<file path="config.mk">
export PLATFORM = sky130hd
export DESIGN_NAME = stream_fifo_link
export DESIGN_NICKNAME = d
export VERILOG_FILES = /design/src/rtl/stream_fifo_link.sv
export SDC_FILE = /design/constraint.sdc
export NUM_CORES = 1
export LEC_CHECK = 0
export ABC_AREA = 1
export CAP_MARGIN = 25
export CORE_MARGIN = 8
export CORE_UTILIZATION = 45
export DETAILED_ROUTE_END_ITERATION = 8
export GPL_ROUTABILITY_DRIVEN = 0
export HOLD_SLACK_MARGIN = 0.05
export SLEW_MARGIN = 20
export SYNTH_ARGS = -nofsm -noshare
export SYNTH_HDL_FRONTEND = slang
export SYNTH_SLANG_ARGS = --single-unit
</file>
<file path="constraint.sdc">
create_clock -name clk -period 8.5 [get_ports clk]
set_input_delay 0.85 -clock clk [delete_from_list [all_inputs] [get_ports clk]]
set_output_delay 0.85 -clock clk [all_outputs]
set_load 0.005 [all_outputs]
</file>
<file path="src/rtl/stream_fifo_link.sv">
// stream_fifo_link
// Bridges an FPGA-side valid/ready word stream into a FIFO that the HPS
// drains through a small memory-mapped register window.
//
//   addr | read                          | write
//   -----+-------------------------------+--------------------------------
//   0    | POP head word (0 if empty)    | ignored
//   1    | STATUS {UF,FULL,EMPTY,count}  | ignored
//   2    | STALLS (saturating)           | ignored
//   3    | DEPTH                         | bit0 flush, bit1 clear UF/STALLS
//
// Reads have a fixed latency of one cycle. Every read, and the STATUS
// snapshot in particular, sees the state from before that cycle's push,
// pop and register write.

module stream_fifo_link #(
    parameter int DEPTH = 16,
    parameter int CW    = $clog2(DEPTH) + 1
) (
    input  logic        clk,
    input  logic        reset,
    input  logic [31:0] snk_data,
    input  logic        snk_valid,
    output logic        snk_ready,
    input  logic [1:0]  avs_address,
    input  logic        avs_read,
    input  logic        avs_write,
    input  logic [31:0] avs_writedata,
    output logic [31:0] avs_readdata,
    output logic        avs_readdatavalid
);

    localparam int AW = $clog2(DEPTH);

    localparam logic [1:0] ADDR_POP    = 2'd0;
    localparam logic [1:0] ADDR_STATUS = 2'd1;
    localparam logic [1:0] ADDR_STALLS = 2'd2;
    localparam logic [1:0] ADDR_CTRL   = 2'd3;

    logic [31:0]   r_mem [DEPTH];
    logic [AW-1:0] r_wr_ptr;
    logic [AW-1:0] r_rd_ptr;
    logic [CW-1:0] r_count;
    logic          r_underflow;
    logic [31:0]   r_stalls;
    logic [31:0]   r_readdata;
    logic          r_readdatavalid;

    logic          w_full;
    logic          w_empty;
    logic          w_push;
    logic          w_pop_req;
    logic          w_pop;
    logic          w_underflow_set;
    logic          w_ctrl_wr;
    logic          w_flush;
    logic          w_clear;
    logic          w_stall;
    logic [31:0]   w_status;
    logic [31:0]   w_rd_mux;

    assign w_full  = (r_count == CW'(DEPTH));
    assign w_empty = (r_count == '0);

    // Ready depends only on registered occupancy and reset, never on the
    // HPS side, so a POP cannot open a slot for a push in the same cycle.
    assign snk_ready = !w_full && !reset;

    assign w_push          = snk_valid && snk_ready;
    assign w_pop_req       = avs_read && (avs_address == ADDR_POP);
    assign w_pop           = w_pop_req && !w_empty;
    assign w_underflow_set = w_pop_req && w_empty;

    assign w_ctrl_wr = avs_write && (avs_address == ADDR_CTRL);
    assign w_flush   = w_ctrl_wr && avs_writedata[0];
    assign w_clear   = w_ctrl_wr && avs_writedata[1];

    assign w_stall = snk_valid && !snk_ready;

    // STATUS snapshot assembled from pre-update registered state
    always_comb begin
        w_status            = '0;
        w_status[31]        = r_underflow;
        w_status[17]        = w_full;
        w_status[16]        = w_empty;
        w_status[CW-1:0]    = r_count;
    end

    // Read data select; an empty POP yields zero
    always_comb begin
        w_rd_mux = '0;
        case (avs_address)
            ADDR_POP:    w_rd_mux = w_empty ? 32'h0 : r_mem[r_rd_ptr];
            ADDR_STATUS: w_rd_mux = w_status;
            ADDR_STALLS: w_rd_mux = r_stalls;
            ADDR_CTRL:   w_rd_mux = 32'(DEPTH);
            default:     w_rd_mux = '0;
        endcase
    end

    // Storage array; a flush in the same cycle discards the incoming word
    always_ff @(posedge clk) begin
        if (w_push && !w_flush) begin
            r_mem[r_wr_ptr] <= snk_data;
        end
    end

    // Pointers and occupancy; flush overrides any push/pop this cycle
    always_ff @(posedge clk) begin
        if (reset) begin
            r_wr_ptr <= '0;
            r_rd_ptr <= '0;
            r_count  <= '0;
        end else if (w_flush) begin
            r_wr_ptr <= '0;
            r_rd_ptr <= '0;
            r_count  <= '0;
        end else begin
            if (w_push) begin
                r_wr_ptr <= r_wr_ptr + AW'(1);
            end
            if (w_pop) begin
                r_rd_ptr <= r_rd_ptr + AW'(1);
            end
            case ({w_push, w_pop})
                2'b10:   r_count <= r_count + CW'(1);
                2'b01:   r_count <= r_count - CW'(1);
                default: r_count <= r_count;
            endcase
        end
    end

    // Sticky underflow; a clear write lands at cycle end and so beats a set
    always_ff @(posedge clk) begin
        if (reset) begin
            r_underflow <= 1'b0;
        end else if (w_clear) begin
            r_underflow <= 1'b0;
        end else if (w_underflow_set) begin
            r_underflow <= 1'b1;
        end
    end

    // Saturating back-pressure counter; clear beats increment
    always_ff @(posedge clk) begin
        if (reset) begin
            r_stalls <= '0;
        end else if (w_clear) begin
            r_stalls <= '0;
        end else if (w_stall && (r_stalls != 32'hFFFF_FFFF)) begin
            r_stalls <= r_stalls + 32'd1;
        end
    end

    // One-cycle read return; data holds between reads, reset drops the read
    always_ff @(posedge clk) begin
        if (reset) begin
            r_readdata      <= '0;
            r_readdatavalid <= 1'b0;
        end else begin
            r_readdatavalid <= avs_read;
            if (avs_read) begin
                r_readdata <= w_rd_mux;
            end
        end
    end

    assign avs_readdata      = r_readdata;
    assign avs_readdatavalid = r_readdatavalid;

endmodule

</file>
# After elaboration in Yosys (flattened, before gate mapping)
# Memories as Yosys holds them, arrays and structs flattened. A register that Yosys moved wholly into a read port is not among the register bits.
# Cells that the tools add are included.
# word_totals
reg_bits	79
mem_bits_rw	512
n_memories	1
output_inout_bits	34
# memory_table
memory	depth	width	read_ports	rd_clocked_by_memory_dff	write_ports	line	text
r_mem	16	32	1	1	1	40	logic [31:0] r_mem [DEPTH];
# op_classes
n_addsub	5
n_mux	7
n_reduce_logical	21
eq_ne	7
# ops
operator	n
32-bit one-hot mux with 4 select lines	1
32-bit by 1-bit adder with 32-bit output, second input constant	1
32-bit 2-to-1 mux	1
32-bit inequality test, second input constant	1
1-bit logical AND	11
5-bit one-hot mux with 2 select lines	1
4-bit by 1-bit adder with 4-bit output, second input constant	2
4-bit 2-to-1 mux	2
2-bit == test, second input constant	3
5-bit by 1-bit adder with 5-bit output, second input constant	1
5-bit == test, second input constant	1
1-bit logical NOT	5
5-bit logical NOT	1
5-bit by 1-bit subtractor with 5-bit output, second input constant	1
2-bit by 1-bit == test with 1-bit output, second input constant	2
2-bit OR reduction	2
2-bit logical NOT	1
1-bit 2-to-1 mux	2
2-bit nonzero test	1

# Depth between registers and ports, before layout
# logic_depth
depth_word	7
ltp_mapped	18

# Worst setup path after synthesis
# Ideal clock, no wire load.
# synth_timing
kind	input to register
from	input port reset
to	memory r_mem[11][0] (enable)
setup_ns	0.421
n_path_buf	1
path_stages	6
arrival_ns	2.902
slack_ns	5.177
t_required_ns	8.079
path_cell_list	buf_2 > inv_1 > nand2_1 > nor2_2 > nand2_1 > nor2_1
# synth_between
elab_chain_cells	6
# synth_lines
item	line	text
start: declaration	21	input logic reset,
1-bit logical NOT	67	assign snk_ready = !w_full && !reset;
1-bit logical AND	67	
1-bit logical AND	69	assign w_push = snk_valid && snk_ready;
1-bit logical AND	103	if (w_push && !w_flush) begin
1-bit 2-to-1 mux	103	
1-bit 2-to-1 mux (implied by the code)	104	r_mem[r_wr_ptr] <= snk_data;
end: declaration	40	
# Every way passes these cells.

# Final worst setup path
# layout_timing
from	input port avs_read
to	register r_count[4]
# layout_between
elab_chain_cells	4
elab_cells_between_ends	6
cone_classes	eq/ne (2); mux (1); reduce/logical (3)
# layout_lines
item	line	text
start: declaration	26	input logic avs_read,
1-bit logical AND (*)	70	assign w_pop_req = avs_read && (avs_address == ADDR_POP);
1-bit logical AND (*)	71	assign w_pop = w_pop_req && !w_empty;
2-bit by 1-bit == test with 1-bit output or 2-bit == test (tied branches)	125	case ({w_push, w_pop})
5-bit one-hot mux with 2 select lines or 2-bit nonzero test (tied branches)	n/a	
end signal: assignment	126	2'b10: r_count <= r_count + CW'(1);
end signal: assignment	127	2'b01: r_count <= r_count - CW'(1);
end signal: assignment	128	default: r_count <= r_count;
end: declaration	43	logic [CW-1:0] r_count;
# Every way passes the cells marked *; elsewhere a longest branch is shown, timed or not.
# A chain may end at the register's enable or synchronous reset.

==> results.yml <==
global_routing:
  grt_util_met2_pct: 32.80
  grt_pass1_vias: 17820
  antenna_violations_before_repair: 1
  use_met1_pct: 26.71
  grt_pass1_wl_um: 103500
  global_route_hottest_layer: "met2"
  grt_start_max_net_pins: 120
  overflow: 0
  grt_usage_pct: 19.96
  globalRouteMet3Util_pct: 3.139
floorplanning:
  io_count: 105
  std_cell_rows: 88
  chipHeight_um: 258.2
  dieArea_mm2: 0.06668
  coreArea_mm2: 0.05781
  floorplan.die.width_um: 258.2
  start_util_pct: 45.68
sta:
  fmax_ghz: 0.2432
  report.final.slew_viol_count: 0
  skew_ns: 0.01590
  timing.final.crit_period_ns: 4.112
  rsz0062_at_grt: "false"
  tightestPinTransition_ns: 1.052
  timing.final.hold_violations: 0
  final_total_negative_setup_slack_ns: 0
  timing.slew.headroom_pct: 29.88
  finalSetupViolations: 0
  whs_ns: 0.4683
  fin_crit_sh_pct: 48.38
  fin_ws_ns: 4.388
synth:
  synthesis.yosys.warnings: 0
  avgSynthCellArea_um2: 9.549
  synth_seq_area_share_pct: 64.52
  syn-num-nets: 2846
  synth_enable_flop_cells: 512
  synthArstFlopShare_pct: 0
  syn_inst: 2765
  synth-main-ff-cell: "sky130_fd_sc_hd__edfxtp_1"
  yosysUniqueCellTypes: 35
  mappedNetlistArea_mm2: 0.02640
  yosys_register_bits: 595
detailed_routing:
  ant_nets: 0
  initialDrtViolationCount: 1630
  router_iterations_before_antenna_repair: 5
  residual_drc: 0
  route.detailed.wl_per_inst_um: 18.68
  post_drt_via_cell_ratio: 5.128
  wl_um: 67670
  vias: 18580
clock_tree:
  post_cts_hold_buffer_count: 0
  cts_resized: 0
  cts_buffer_depth: 3
  tritoncts_clock_tree: "done"
  clkLatencyLatePin_ns: 0.61
  postCtsSetupRepairBufs: 0
  h_tree_depth_reported_by_cts: 3
  clkSinkCount: 595
  clock_slew_at_reported_path_ffs_ns: 0.06
  clockRootBuffer: "sky130_fd_sc_hd__clkbuf_16"
  cts_buffers: 66
critical_path:
  largest_fanout_of_any_net_on_the_critical_path: 38
  timing.rr.end: "avs_readdata[4]"
  cp-start-kind: "input port"
  rr_worst_depth: 11
  worstPathRequired_ns: 9.02
  register_to_register_setup_slack_ns: 4.77
  critPathCaptureType: "flip-flop"
  crit_arrival_ns: 4.63
  critical_path_class: "in -> reg"
cells_and_area:
  drive_above_1_share_pct: 6.300
  layout.cells.non_filler: 3623
  nNetsFinal: 2889
  areaGrowthSynthToFinish_pct: 12.97
  mostFrequentLayoutCells: "sky130_fd_sc_hd__nand2_1 (916), sky130_fd_sc_hd__edfxtp_1 (512), sky130_fd_sc_hd__inv_1 (452), sky130_fd_sc_hd__nand3_1 (414), sky130_fd_sc_hd__dfxtp_1 (79)"
  final_cell_area_mm2: 0.02983
  layout_commonest_cell: "sky130_fd_sc_hd__nand2_1"
placed_design:
  post-place-cells: 3503
  dpl_worst_slack_ns: 3.667
  number_of_input_and_output_port_buffers_inserted: 74
  placement.cell_area_mm2: 0.02784
  hpwlAfterDp_um: 37360
power:
  vdd_drop_max_uv: 135.8
  power.leakage_nw: 11.91
  cellPowerDensity_mw_per_mm2: 205.6
run_status:
  outcome: "finished clean"
run:
  max_cap_viol_count: 0
worst_hold_path:
  holdCritPathClass: "reg -> reg"
  whs_path_depth: 2
  min_from: "r_underflow"
  holdPathEnd: "r_underflow"
-- flip-flops by register name, indices dropped and copies added (netlist names), named ones only --
register and cells:
r_stalls 32, r_mem 512, avs_readdatavalid 1, r_rd_ptr 4
r_underflow 1, r_count 5, r_wr_ptr 4, avs_readdata 32
-- metrics by stage --
step | power (mW) | util (%)
global placement | 3.581 | 48.16
CTS | 6.177 | 51.50
floorplan | 3.454 | -
global route | 6.332 | 51.60
finish | 6.133 | 51.60
detailed placement | 3.589 | 48.16
-- cells by family after synthesis --
group	after synthesis	share of synthesized area (%)
AND/OR/NAND/NOR	1424	22.53
flip-flops	595	64.52
adder cells (fa/ha/maj)	10	0.4739
XOR/XNOR	22	0.7298
AO/OA/AOI/OAI	126	2.872
buffers and inverters	588	8.871
-- metal layers --
metal	up-vias	part of all wire (%)
met4	0	2.9
met2	595	47
li1	8969	-
met1	8870	44
met3	143	6.3
met5	-	0
-- critical path, cell delays in order --
cell and delay (ns):
sky130_fd_sc_hd__clkdlybuf4s50_1 0.73, sky130_fd_sc_hd__inv_1 0.34, sky130_fd_sc_hd__buf_16 0.26, sky130_fd_sc_hd__nor3_1 0.32, sky130_fd_sc_hd__nand2_1 0.21, sky130_fd_sc_hd__inv_2 0.52
sky130_fd_sc_hd__ha_1 0.39, sky130_fd_sc_hd__xor2_1 0.23, sky130_fd_sc_hd__ha_1 0.18, sky130_fd_sc_hd__inv_1 0.04, sky130_fd_sc_hd__nand2_1 0.09, sky130_fd_sc_hd__nand3_1 0.10
sky130_fd_sc_hd__nand2_1 0.10, sky130_fd_sc_hd__nand2_1 0.05, sky130_fd_sc_hd__nand2_1 0.05, sky130_fd_sc_hd__nand2_1 0.05, sky130_fd_sc_hd__a21oi_1 0.12
-- cell usage after synthesis, types with 4 or more instances --
cell type / number / area share [%]
sky130_fd_sc_hd__inv_2: 5 / 0.071
sky130_fd_sc_hd__buf_6: 5 / 0.21
sky130_fd_sc_hd__o221ai_1: 4 / 0.13
sky130_fd_sc_hd__ha_1: 10 / 0.47
sky130_fd_sc_hd__buf_2: 61 / 1.2
sky130_fd_sc_hd__nand2_1: 916 / 13
sky130_fd_sc_hd__dfxtp_1: 83 / 6.3
sky130_fd_sc_hd__buf_1: 18 / 0.26
sky130_fd_sc_hd__a21oi_1: 54 / 1.0
sky130_fd_sc_hd__inv_1: 453 / 6.4
sky130_fd_sc_hd__a21oi_2: 25 / 0.83
sky130_fd_sc_hd__o21ai_0: 37 / 0.70
sky130_fd_sc_hd__clkbuf_1: 40 / 0.57
sky130_fd_sc_hd__edfxtp_1: 512 / 58
sky130_fd_sc_hd__xor2_1: 21 / 0.70
sky130_fd_sc_hd__buf_4: 5 / 0.14
sky130_fd_sc_hd__nor2_2: 5 / 0.12
sky130_fd_sc_hd__nand3_1: 414 / 7.8
sky130_fd_sc_hd__nor2_1: 76 / 1.1
-- layout make-up --
type	count	area, µm²
fill	5110	27980
tap	765	957.2
clock buffer	85	1744
inverter	459	1737
timing repair buffer	104	1006
sequential	595	17050
clock inverter	32	190.2
multi-input combinational	1582	7146
antenna	1	2.502
-- where the power goes --
part / internal, mW / total, mW / switching [mW]
sequential: 3.19 / 3.22 / 0.0230
clock: 1.46 / 2.60 / 1.15
combinational: 0.0950 / 0.314 / 0.219
total: 4.74 / 6.13 / 1.39
-- how the worst max path moves through the flow --
stage / from / end / depth (start not counted)
floorplan: reset / r_mem[11][0] / 6
global placement: avs_read / r_count[4] / 16
detailed placement: avs_read / r_count[4] / 16
CTS: avs_read / r_count[4] / 16
global route: avs_read / r_count[4] / 17
finish: avs_read / r_count[4] / 17
No activity file was read; power rests on OpenSTA's default activity.
